`config.mk`:
```
export PLATFORM = sky130hd
export DESIGN_NAME = sub_bytes_iter
export DESIGN_NICKNAME = d
export VERILOG_FILES = /design/src/rtl/aes_pkg.sv /design/src/rtl/sbox.sv /design/src/rtl/sub_bytes_iter.sv
export SDC_FILE = /design/constraint.sdc
export NUM_CORES = 1
export LEC_CHECK = 0
export BUFFER_PORTS_ARGS = -buffer_cell sky130_fd_sc_hd__buf_2
export CAP_MARGIN = 30
export CORE_ASPECT_RATIO = 1.75
export CORE_MARGIN = 2
export CORE_UTILIZATION = 35
export CTS_CLUSTER_DIAMETER = 60
export DETAILED_ROUTE_END_ITERATION = 10
export GPL_ROUTABILITY_DRIVEN = 1
export GPL_TIMING_DRIVEN = 0
export HOLD_SLACK_MARGIN = 0.06
export PLACE_DENSITY = 0.63
export SLEW_MARGIN = 40
export SYNTH_ARGS = -nofsm -noshare
export SYNTH_HDL_FRONTEND = slang
export SYNTH_HIERARCHICAL = 1
export SYNTH_SLANG_ARGS = --single-unit
```
`constraint.sdc`:
```
create_clock -name clk -period 11.6 [get_ports clk]
set_input_delay 1.74 -clock clk [delete_from_list [all_inputs] [get_ports clk]]
set_output_delay 1.74 -clock clk [all_outputs]
set_load 0.02 [all_outputs]
```
`src/rtl/aes_pkg.sv`:
```
// Shared AES datapath definitions: word sizes, SubBytes FSM encoding and a
// byte-slice helper (byte 0 is the most significant byte, FIPS-197 order).
package aes_pkg;

    localparam int unsigned AES_STATE_BYTES = 16;
    localparam int unsigned AES_WORD_BYTES  = 4;

    typedef enum logic [1:0] {
        ST_IDLE = 2'd0,
        ST_RUN  = 2'd1,
        ST_DONE = 2'd2
    } sb_state_t;

    // MSB position of byte i inside a w-bit word; use as word[byte_msb(w, i) -: 8].
    function automatic int unsigned byte_msb(input int unsigned w, input int unsigned i);
        return w - 1 - 8 * i;
    endfunction

endpackage

```
`src/rtl/sbox.sv`:
```
// Forward AES S-box ROM with a registered read (1-cycle latency, no reset).
// Ports:
//   clk       rising-edge clock
//   din[7:0]  lookup address (byte to substitute)
//   dout[7:0] substituted byte, valid one cycle after din
module sbox (
    input  logic       clk,
    input  logic [7:0] din,
    output logic [7:0] dout
);

    localparam logic [7:0] SBOX_ROM [256] = '{
        8'h63, 8'h7c, 8'h77, 8'h7b, 8'hf2, 8'h6b, 8'h6f, 8'hc5, 8'h30, 8'h01, 8'h67, 8'h2b, 8'hfe, 8'hd7, 8'hab, 8'h76,
        8'hca, 8'h82, 8'hc9, 8'h7d, 8'hfa, 8'h59, 8'h47, 8'hf0, 8'had, 8'hd4, 8'ha2, 8'haf, 8'h9c, 8'ha4, 8'h72, 8'hc0,
        8'hb7, 8'hfd, 8'h93, 8'h26, 8'h36, 8'h3f, 8'hf7, 8'hcc, 8'h34, 8'ha5, 8'he5, 8'hf1, 8'h71, 8'hd8, 8'h31, 8'h15,
        8'h04, 8'hc7, 8'h23, 8'hc3, 8'h18, 8'h96, 8'h05, 8'h9a, 8'h07, 8'h12, 8'h80, 8'he2, 8'heb, 8'h27, 8'hb2, 8'h75,
        8'h09, 8'h83, 8'h2c, 8'h1a, 8'h1b, 8'h6e, 8'h5a, 8'ha0, 8'h52, 8'h3b, 8'hd6, 8'hb3, 8'h29, 8'he3, 8'h2f, 8'h84,
        8'h53, 8'hd1, 8'h00, 8'hed, 8'h20, 8'hfc, 8'hb1, 8'h5b, 8'h6a, 8'hcb, 8'hbe, 8'h39, 8'h4a, 8'h4c, 8'h58, 8'hcf,
        8'hd0, 8'hef, 8'haa, 8'hfb, 8'h43, 8'h4d, 8'h33, 8'h85, 8'h45, 8'hf9, 8'h02, 8'h7f, 8'h50, 8'h3c, 8'h9f, 8'ha8,
        8'h51, 8'ha3, 8'h40, 8'h8f, 8'h92, 8'h9d, 8'h38, 8'hf5, 8'hbc, 8'hb6, 8'hda, 8'h21, 8'h10, 8'hff, 8'hf3, 8'hd2,
        8'hcd, 8'h0c, 8'h13, 8'hec, 8'h5f, 8'h97, 8'h44, 8'h17, 8'hc4, 8'ha7, 8'h7e, 8'h3d, 8'h64, 8'h5d, 8'h19, 8'h73,
        8'h60, 8'h81, 8'h4f, 8'hdc, 8'h22, 8'h2a, 8'h90, 8'h88, 8'h46, 8'hee, 8'hb8, 8'h14, 8'hde, 8'h5e, 8'h0b, 8'hdb,
        8'he0, 8'h32, 8'h3a, 8'h0a, 8'h49, 8'h06, 8'h24, 8'h5c, 8'hc2, 8'hd3, 8'hac, 8'h62, 8'h91, 8'h95, 8'he4, 8'h79,
        8'he7, 8'hc8, 8'h37, 8'h6d, 8'h8d, 8'hd5, 8'h4e, 8'ha9, 8'h6c, 8'h56, 8'hf4, 8'hea, 8'h65, 8'h7a, 8'hae, 8'h08,
        8'hba, 8'h78, 8'h25, 8'h2e, 8'h1c, 8'ha6, 8'hb4, 8'hc6, 8'he8, 8'hdd, 8'h74, 8'h1f, 8'h4b, 8'hbd, 8'h8b, 8'h8a,
        8'h70, 8'h3e, 8'hb5, 8'h66, 8'h48, 8'h03, 8'hf6, 8'h0e, 8'h61, 8'h35, 8'h57, 8'hb9, 8'h86, 8'hc1, 8'h1d, 8'h9e,
        8'he1, 8'hf8, 8'h98, 8'h11, 8'h69, 8'hd9, 8'h8e, 8'h94, 8'h9b, 8'h1e, 8'h87, 8'he9, 8'hce, 8'h55, 8'h28, 8'hdf,
        8'h8c, 8'ha1, 8'h89, 8'h0d, 8'hbf, 8'he6, 8'h42, 8'h68, 8'h41, 8'h99, 8'h2d, 8'h0f, 8'hb0, 8'h54, 8'hbb, 8'h16
    };

    // Registered lookup.
    always_ff @(posedge clk) begin
        dout <= SBOX_ROM[din];
    end

endmodule

```
`src/rtl/sub_bytes_iter.sv`:
```
// Iterative forward SubBytes: accepts an NBYTES-byte word, substitutes one
// byte per cycle through a single shared S-box ROM, returns the result word.
// Ports:
//   clk, rst              clock, asynchronous active-high reset
//   in_valid / in_ready   input handshake (in_ready high only in IDLE)
//   din[8*NBYTES-1:0]     input word, byte 0 in the top byte
//   out_valid / out_ready output handshake
//   dout[8*NBYTES-1:0]    substituted word, same byte order as din
module sub_bytes_iter
    import aes_pkg::*;
#(
    parameter int unsigned NBYTES = AES_STATE_BYTES
) (
    input  logic                  clk,
    input  logic                  rst,
    input  logic                  in_valid,
    output logic                  in_ready,
    input  logic [8*NBYTES-1:0]   din,
    output logic                  out_valid,
    input  logic                  out_ready,
    output logic [8*NBYTES-1:0]   dout
);

    localparam int unsigned W  = 8 * NBYTES;
    localparam int unsigned CW = $clog2(NBYTES + 1);

    sb_state_t      state;
    logic [CW-1:0]  cnt;
    logic [W-1:0]   word_q;   // captured word, shifted so the next byte sits on top
    logic [W-1:0]   res_q;    // results shifted in byte 0 first
    logic [7:0]     sbox_addr;
    logic [7:0]     sbox_q;

    assign in_ready = (state == ST_IDLE);

    // Top byte of the shifted word is byte[cnt] while lookups are still issuing.
    assign sbox_addr = (state == ST_RUN && cnt < CW'(NBYTES)) ? word_q[W-1 -: 8] : 8'h00;

    sbox u_sbox (
        .clk  (clk),
        .din  (sbox_addr),
        .dout (sbox_q)
    );

    // Control FSM with registered outputs.
    always_ff @(posedge clk or posedge rst) begin
        if (rst) begin
            state     <= ST_IDLE;
            cnt       <= '0;
            word_q    <= '0;
            res_q     <= '0;
            dout      <= '0;
            out_valid <= 1'b0;
        end else begin
            case (state)
                ST_IDLE: begin
                    if (in_valid) begin
                        word_q <= din;
                        res_q  <= '0;
                        cnt    <= '0;
                        state  <= ST_RUN;
                    end
                end
                ST_RUN: begin
                    if (cnt < CW'(NBYTES)) begin
                        word_q <= word_q << 8;
                    end
                    // A lookup issued last cycle returns whenever cnt is nonzero.
                    if (cnt != '0) begin
                        res_q <= (res_q << 8) | W'(sbox_q);
                    end
                    if (cnt == CW'(NBYTES)) begin
                        dout      <= (res_q << 8) | W'(sbox_q);
                        out_valid <= 1'b1;
                        state     <= ST_DONE;
                    end else begin
                        cnt <= cnt + CW'(1);
                    end
                end
                ST_DONE: begin
                    if (out_ready) begin
                        out_valid <= 1'b0;
                        state     <= ST_IDLE;
                    end
                end
                default: begin
                    state <= ST_IDLE;
                end
            endcase
        end
    end

endmodule

```
==> Yosys cells after proc, flatten, opt, wreduce, memory -nomap -nowiden <==
Memory sizes are Yosys's and may differ from the RTL's. A register that Yosys moved wholly into a read port is not among the register bits.
Cells that the tools add are included.
{ "op_classes": {"n_div": 0, "reduce_logical": 11, "mul": 0, "n_lt_le_gt_ge": 1, "bitwise": 2, "muxes": 17, "shifts": 0, "n_addsub": 1, "n_eq_ne": 9} }
{ "ops": {"columns": ["op", "n"], "rows": [
  ["$mux 128", 2],
  ["$pmux 128 s2", 1],
  ["$mux 120", 2],
  ["$pmux 120 s2", 1],
  ["$or 128x8->128", 1],
  ["$reduce_and 3->1", 5],
  ["$mux 5", 2],
  ["$pmux 5 s2", 1],
  ["$not 8->9", 1],
  ["$mux 8", 1],
  ["$mux 2", 3],
  ["$ne 2x1->1 const B", 3],
  ["$ne 2x2->1 const B", 3],
  ["$pmux 2 s3", 1],
  ["$add 5x1->5 const B", 1],
  ["$eq 5x5->1 const B", 1],
  ["$lt 5x5->1 const B", 1],
  ["$reduce_bool 5->1", 1],
  ["$reduce_bool 2->1", 2],
  ["$eq 2x1->1 const B", 1],
  ["$eq 2x2->1 const B", 1],
  ["$logic_not 2->1", 1],
  ["$mux 1", 2],
  ["$pmux 1 s2", 1],
  ["2 further kinds", 2]
]} }
{ "word_totals": {"output_inout_bits": 130, "inputBits": 132, "register_bits": 384, "n_memories": 1, "latchBits": 0, "wordCells": 48, "romBits": 2048, "mem_bits_rw": 0} }
{ "mem_list": {"columns": ["name", "depth", "width", "read_ports", "rd_ports_with_merged_regs", "write_ports", "line", "source"], "rows": [
  ["(name not given)", 256, 8, 1, 1, 0, "sbox.sv:33", "dout <= SBOX_ROM[din];"]
]} }

==> Longest topological paths before layout <==
{ "depth": {"depth_word": 4, "ltp_mapped": 15, "depth_no_buf": 10} }

==> Modules after synthesis <==
The synthesis kept the hierarchy.
{ "by_module_without_submodules": {"columns": ["mod", "cells_each", "seq_area_each_um2", "area_per_inst_um2", "n_inst"], "rows": [
  ["sub_bytes_iter", 1548, 9609.2, 16335.7, 1],
  ["sbox", 515, 160.2, 3339.5, 1]
]} }

==> Worst setup path before layout <==
Ideal clock, no wire load.
{ "synth_path": {"path_type": "register -> register", "start": "register state[1]", "end": "register u_sbox.dout[1]", "synth_period_minus_slack_ns": 3.494, "setup_time_ns": 0.134, "path_slack_ns": 8.106, "path_stages_with_launch": 14, "t_required_ns": 11.466, "t_arrival_ns": 3.360, "n_path_buf": 5, "path_cell_list": "dfrtp_1 buf_2 nor3b_2 clkbuf_1 and2_1 buf_2 clkbuf_1 inv_1 ha_1 clkbuf_1 and2_1 o311ai_0 a221oi_1 o221ai_2"} }
{ "synth_via": {"elab_chain_len": 4} }
{ "synth_lines": {"columns": ["element", "line", "source"], "rows": [
  ["start, declared", "sub_bytes_iter.sv:27", "sb_state_t state;"],
  ["start signal, assigned", "sub_bytes_iter.sv:48", "state <= ST_IDLE;"],
  ["start signal, assigned", "sub_bytes_iter.sv:61", "state <= ST_RUN;"],
  ["start signal, assigned", "sub_bytes_iter.sv:75", "state <= ST_DONE;"],
  ["$eq 2x1->1", "sub_bytes_iter.sv:37", "assign sbox_addr = (state == ST_RUN && cnt < CW'(NBYTES)) ? word_q[W-1 -: 8] : 8'h00;"],
  ["$logic_and 1x1->1", "sub_bytes_iter.sv:37", null],
  ["$mux 8", "sub_bytes_iter.sv:37", null],
  ["net sbox_addr[1]", "sub_bytes_iter.sv:31", "logic [7:0] sbox_addr;"],
  ["$not 8->9 (not written as such)", "sbox.sv:33", null],
  ["end, declared", "sbox.sv:9", "output logic [7:0] dout"]
]} }
The timed path passes the listed nets, and every way through them passes these cells.
A chain may end at the register's enable or synchronous reset.

==> Final worst setup path <==
{ "layout_path": {"start": "register cnt[4]", "end": "register u_sbox.dout[1]"} }
{ "layout_via": {"elab_chain_len": 4} }
{ "layout_lines": {"columns": ["element", "line", "source"], "rows": [
  ["start, declared", "sub_bytes_iter.sv:28", "logic [CW-1:0] cnt;"],
  ["start signal, assigned", "sub_bytes_iter.sv:77", "cnt <= cnt + CW'(1);"],
  ["$lt 5x5->1", "sub_bytes_iter.sv:37", null],
  ["$logic_and 1x1->1", "sub_bytes_iter.sv:37", null],
  ["$mux 8", "sub_bytes_iter.sv:37", null],
  ["net sbox_addr[1]", "sub_bytes_iter.sv:31", null],
  ["$not 8->9 (not written as such)", "sbox.sv:33", null]
]} }
The timed path passes the listed nets, and every way through them passes these cells.

==> metrics <==
share of cells above drive strength 1=21.5%; Detailed Route Iter0 Violations=about 1100; post-route ant nets=0; clock sink total=392; GRT Overall Usage=29.5%; area delta synth->final=21.0%; slowest cell on the critical path=a221oi_1; H-tree depth=2; Setup Skew=0.0164 ns; Slew @ Worst Pin=0.918 ns; LEAKAGE=0.0109 µW; Die X=183 µm; nets@finish=2535; leading area contributor after synthesis=dfrtp_1; Comb pwr share=56.4%; crit path DAT=around 6.9 ns; initial antenna violation count=5; clock slew at reported path FFs=0.07 ns; DP HPWL=67.0 mm; Routed WL per cell=between 20 and 30 µm; critical-path cell list=buf_2 -> nor3b_2 -> clkbuf_1 -> and2_1 -> buf_2 -> clkbuf_1 -> inv_1 -> ha_1 -> clkbuf_1 -> and2_1 -> o311ai_0 -> a221oi_1 -> o221ai_2; Top delay family on crit path=buffers and inverters; HP Class=register to register; maximum vdd drop=0.000163 V; drt pass-1 iters=8; Skew-Pair Late Insertion Delay=0.56 ns; Port Buffers=261; Avg Synthesized Cell Area=9.54 µm²; worst hold slack=0.482 ns; Seq pwr share=27.5%; crit end category=register; cts-stage hold buffer count=0; Die Area=between 0.05 and 0.06 mm²; highest clock rate=155 MHz; post-synth top area share=48.8%; YS warnings=6; Setup TNS=0 ns; Final period util=55.7%; Fillers=5510; pin count of the biggest net entering global routing=27; final wirelength=between 80 and 90 mm; Die Y=318 µm; routed via count=approximately 18000; Synth Cell Area=0.0197 mm²; Yosys cell types=81; Clock power frac=16.1%; CTS Buf Count=41; Psw=4470 µW; Seq cells post-synth=~390; internal power=4160 µW; switching part of the total=just over 50%; synth top area cells=dfrtp_1 49%, mux2_1 5.7%, nand2_1 5.3%; Cells after Synth=2063; RSZ-0062 raised after global routing=false; num rows=115; grt total ovfl=0; Final Max Slew Viols=0; GP Congestion=1.08; pwr dens=362 mW/mm²; Net Count, Synth=2212; CTS tree=yes; Initial Utilization=approximately a third; Setup CP Type=register to register; DR DRC count=0; cells resized by post-CTS repair=0; first-pass GRT wire length=127 mm; status=finished, final reports clean; critical path fanouts, max=10; Buf/Inv on CP=6; vias in the first global route=19100; Final setup viols=0; Setup Buffers After CTS=0; drt via density=5.80; Ports=around 260; Post-synth EDFFs=0; Min Clock Period, post-route=6.46 ns; sequential share of the synthesized area=49.7%; worst stage delay on the critical path=0.81 ns; FFs w/ async S/R, synth=98.0%; top_reg_cell synth=dfrtp_1; Rel. slew slack=between 30% and 40%; list of most frequent post-synthesis cells=384 x dfrtp_1, 277 x nand2_1, 140 x nor3_1; clk root buf=clkbuf_16; Critical Path RT=~12 ns; Core Area=0.0558 mm²; CP most frequent cell=clkbuf_1; Worst Setup Start Kind=register; max_cap viols=0; most frequent cell after synthesis=dfrtp_1; Final Hold Viols=0; maximum clock path buffer count=3
-- registers in the layout, indices dropped and copies added (netlist names) --
name         flops
cnt              5
dout           128
out_valid        1
res_q          120
state            2
u_sbox/dout      8
word_q         128
-- logic make-up after synthesis --
family	count (synthesis)	share of synthesized area, %
AO/OA/AOI/OAI	603	20.0
buffers and inverters	337	7.76
XOR/XNOR	2	0.0890
multiplexers	139	8.06
adder cells (fa/ha/maj)	17	1.08
flip-flops	392	49.7
AND/OR/NAND/NOR	573	13.4
-- final timing paths --
check,startpoint,to,slack (ns),cells after the start
min in group asynchronous,rst,dout[100],1.20,2
max reg2reg,cnt[4],u_sbox/dout[1],5.14,13
max,cnt[4],u_sbox/dout[1],5.14,13
max in group asynchronous,rst,dout[23],8.61,10
min reg2reg,dout[59],dout[59],0.48,1
min,dout[59],dout[59],0.48,1
-- worst reg2reg max path, stage by stage, from the launching register on --
cell and delay (ns):
dfrtp_1 0.36, buf_2 0.21, nor3b_2 0.35, clkbuf_1 0.39
and2_1 0.59, buf_2 0.34, clkbuf_1 0.55, inv_1 0.34
ha_1 0.48, clkbuf_1 0.65, and2_1 0.62, o311ai_0 0.40
a221oi_1 0.81, o221ai_2 0.21
-- cell type report --
cell class,count,area [µm²],area share [%]
buffer,199,1020,4.28
clock buffer,57,1150,4.81
multi-input combinational,1334,8400,35.3
timing repair buffer,280,1790,7.51
clock inverter,18,272,1.14
antenna,4,10.0,0.0420
inverter,138,522,2.19
tap,702,878,3.69
sequential,392,9770,41.0
-- through the flow --
step	std cells	power [µW]	cell area, µm²	utilization, %	setup slack, ns
floorplan	2063	5030	19700	-	4.70
detailed placement	3045	7090	22400	40.1	5.31
global route	3124	9020	23800	42.6	5.09
global placement	3026	7110	21900	39.2	2.70
CTS	3120	8500	23800	42.6	5.30
finish	3124	8630	23800	42.6	5.14
-- layout by cell type, fill, tap and decap left out, drive strengths merged, types with 5 or more instances in the layout --
master    n
dfrtp   384
buf     394
a311o     5
a22o     10
nand4     5
mux2    132
mux2i     5
o311ai   14
nor3    141
and2     13
a31oi   133
clkinv    9
nor4      6
inv     140
ha       17
a311oi   10
nand3    29
o31ai     8
nor2     46
a21oi    48
nand2b   18
a211oi   16
nor2b    14
a221oi    5
clkbuf  142
o21ai   173
o211ai  136
dfxtp     8
nand2   279
or2       6
-- power by group through the flow --
stage / clock (µW) / sequential (µW) / combinational (µW)
floorplan: 0 / 2400 / 2630
global placement: 0 / 2370 / 4740
detailed placement: 0 / 2390 / 4700
finish: 1390 / 2370 / 4870
CTS: 1410 / 2370 / 4710
global route: 1460 / 2430 / 5120
-- per-layer routing --
metal / vias to the layer above / share of wire, % / GRT usage, %
met5: - / 0.012 / 0
met4: 2 / 8.6 / 21.1
met3: 308 / 5.5 / 4.89
met2: 818 / 52 / 54.5
met1: 8950 / 34 / 29.5
li1: 8033 / - / -
(Power assumes the default switching activity.)
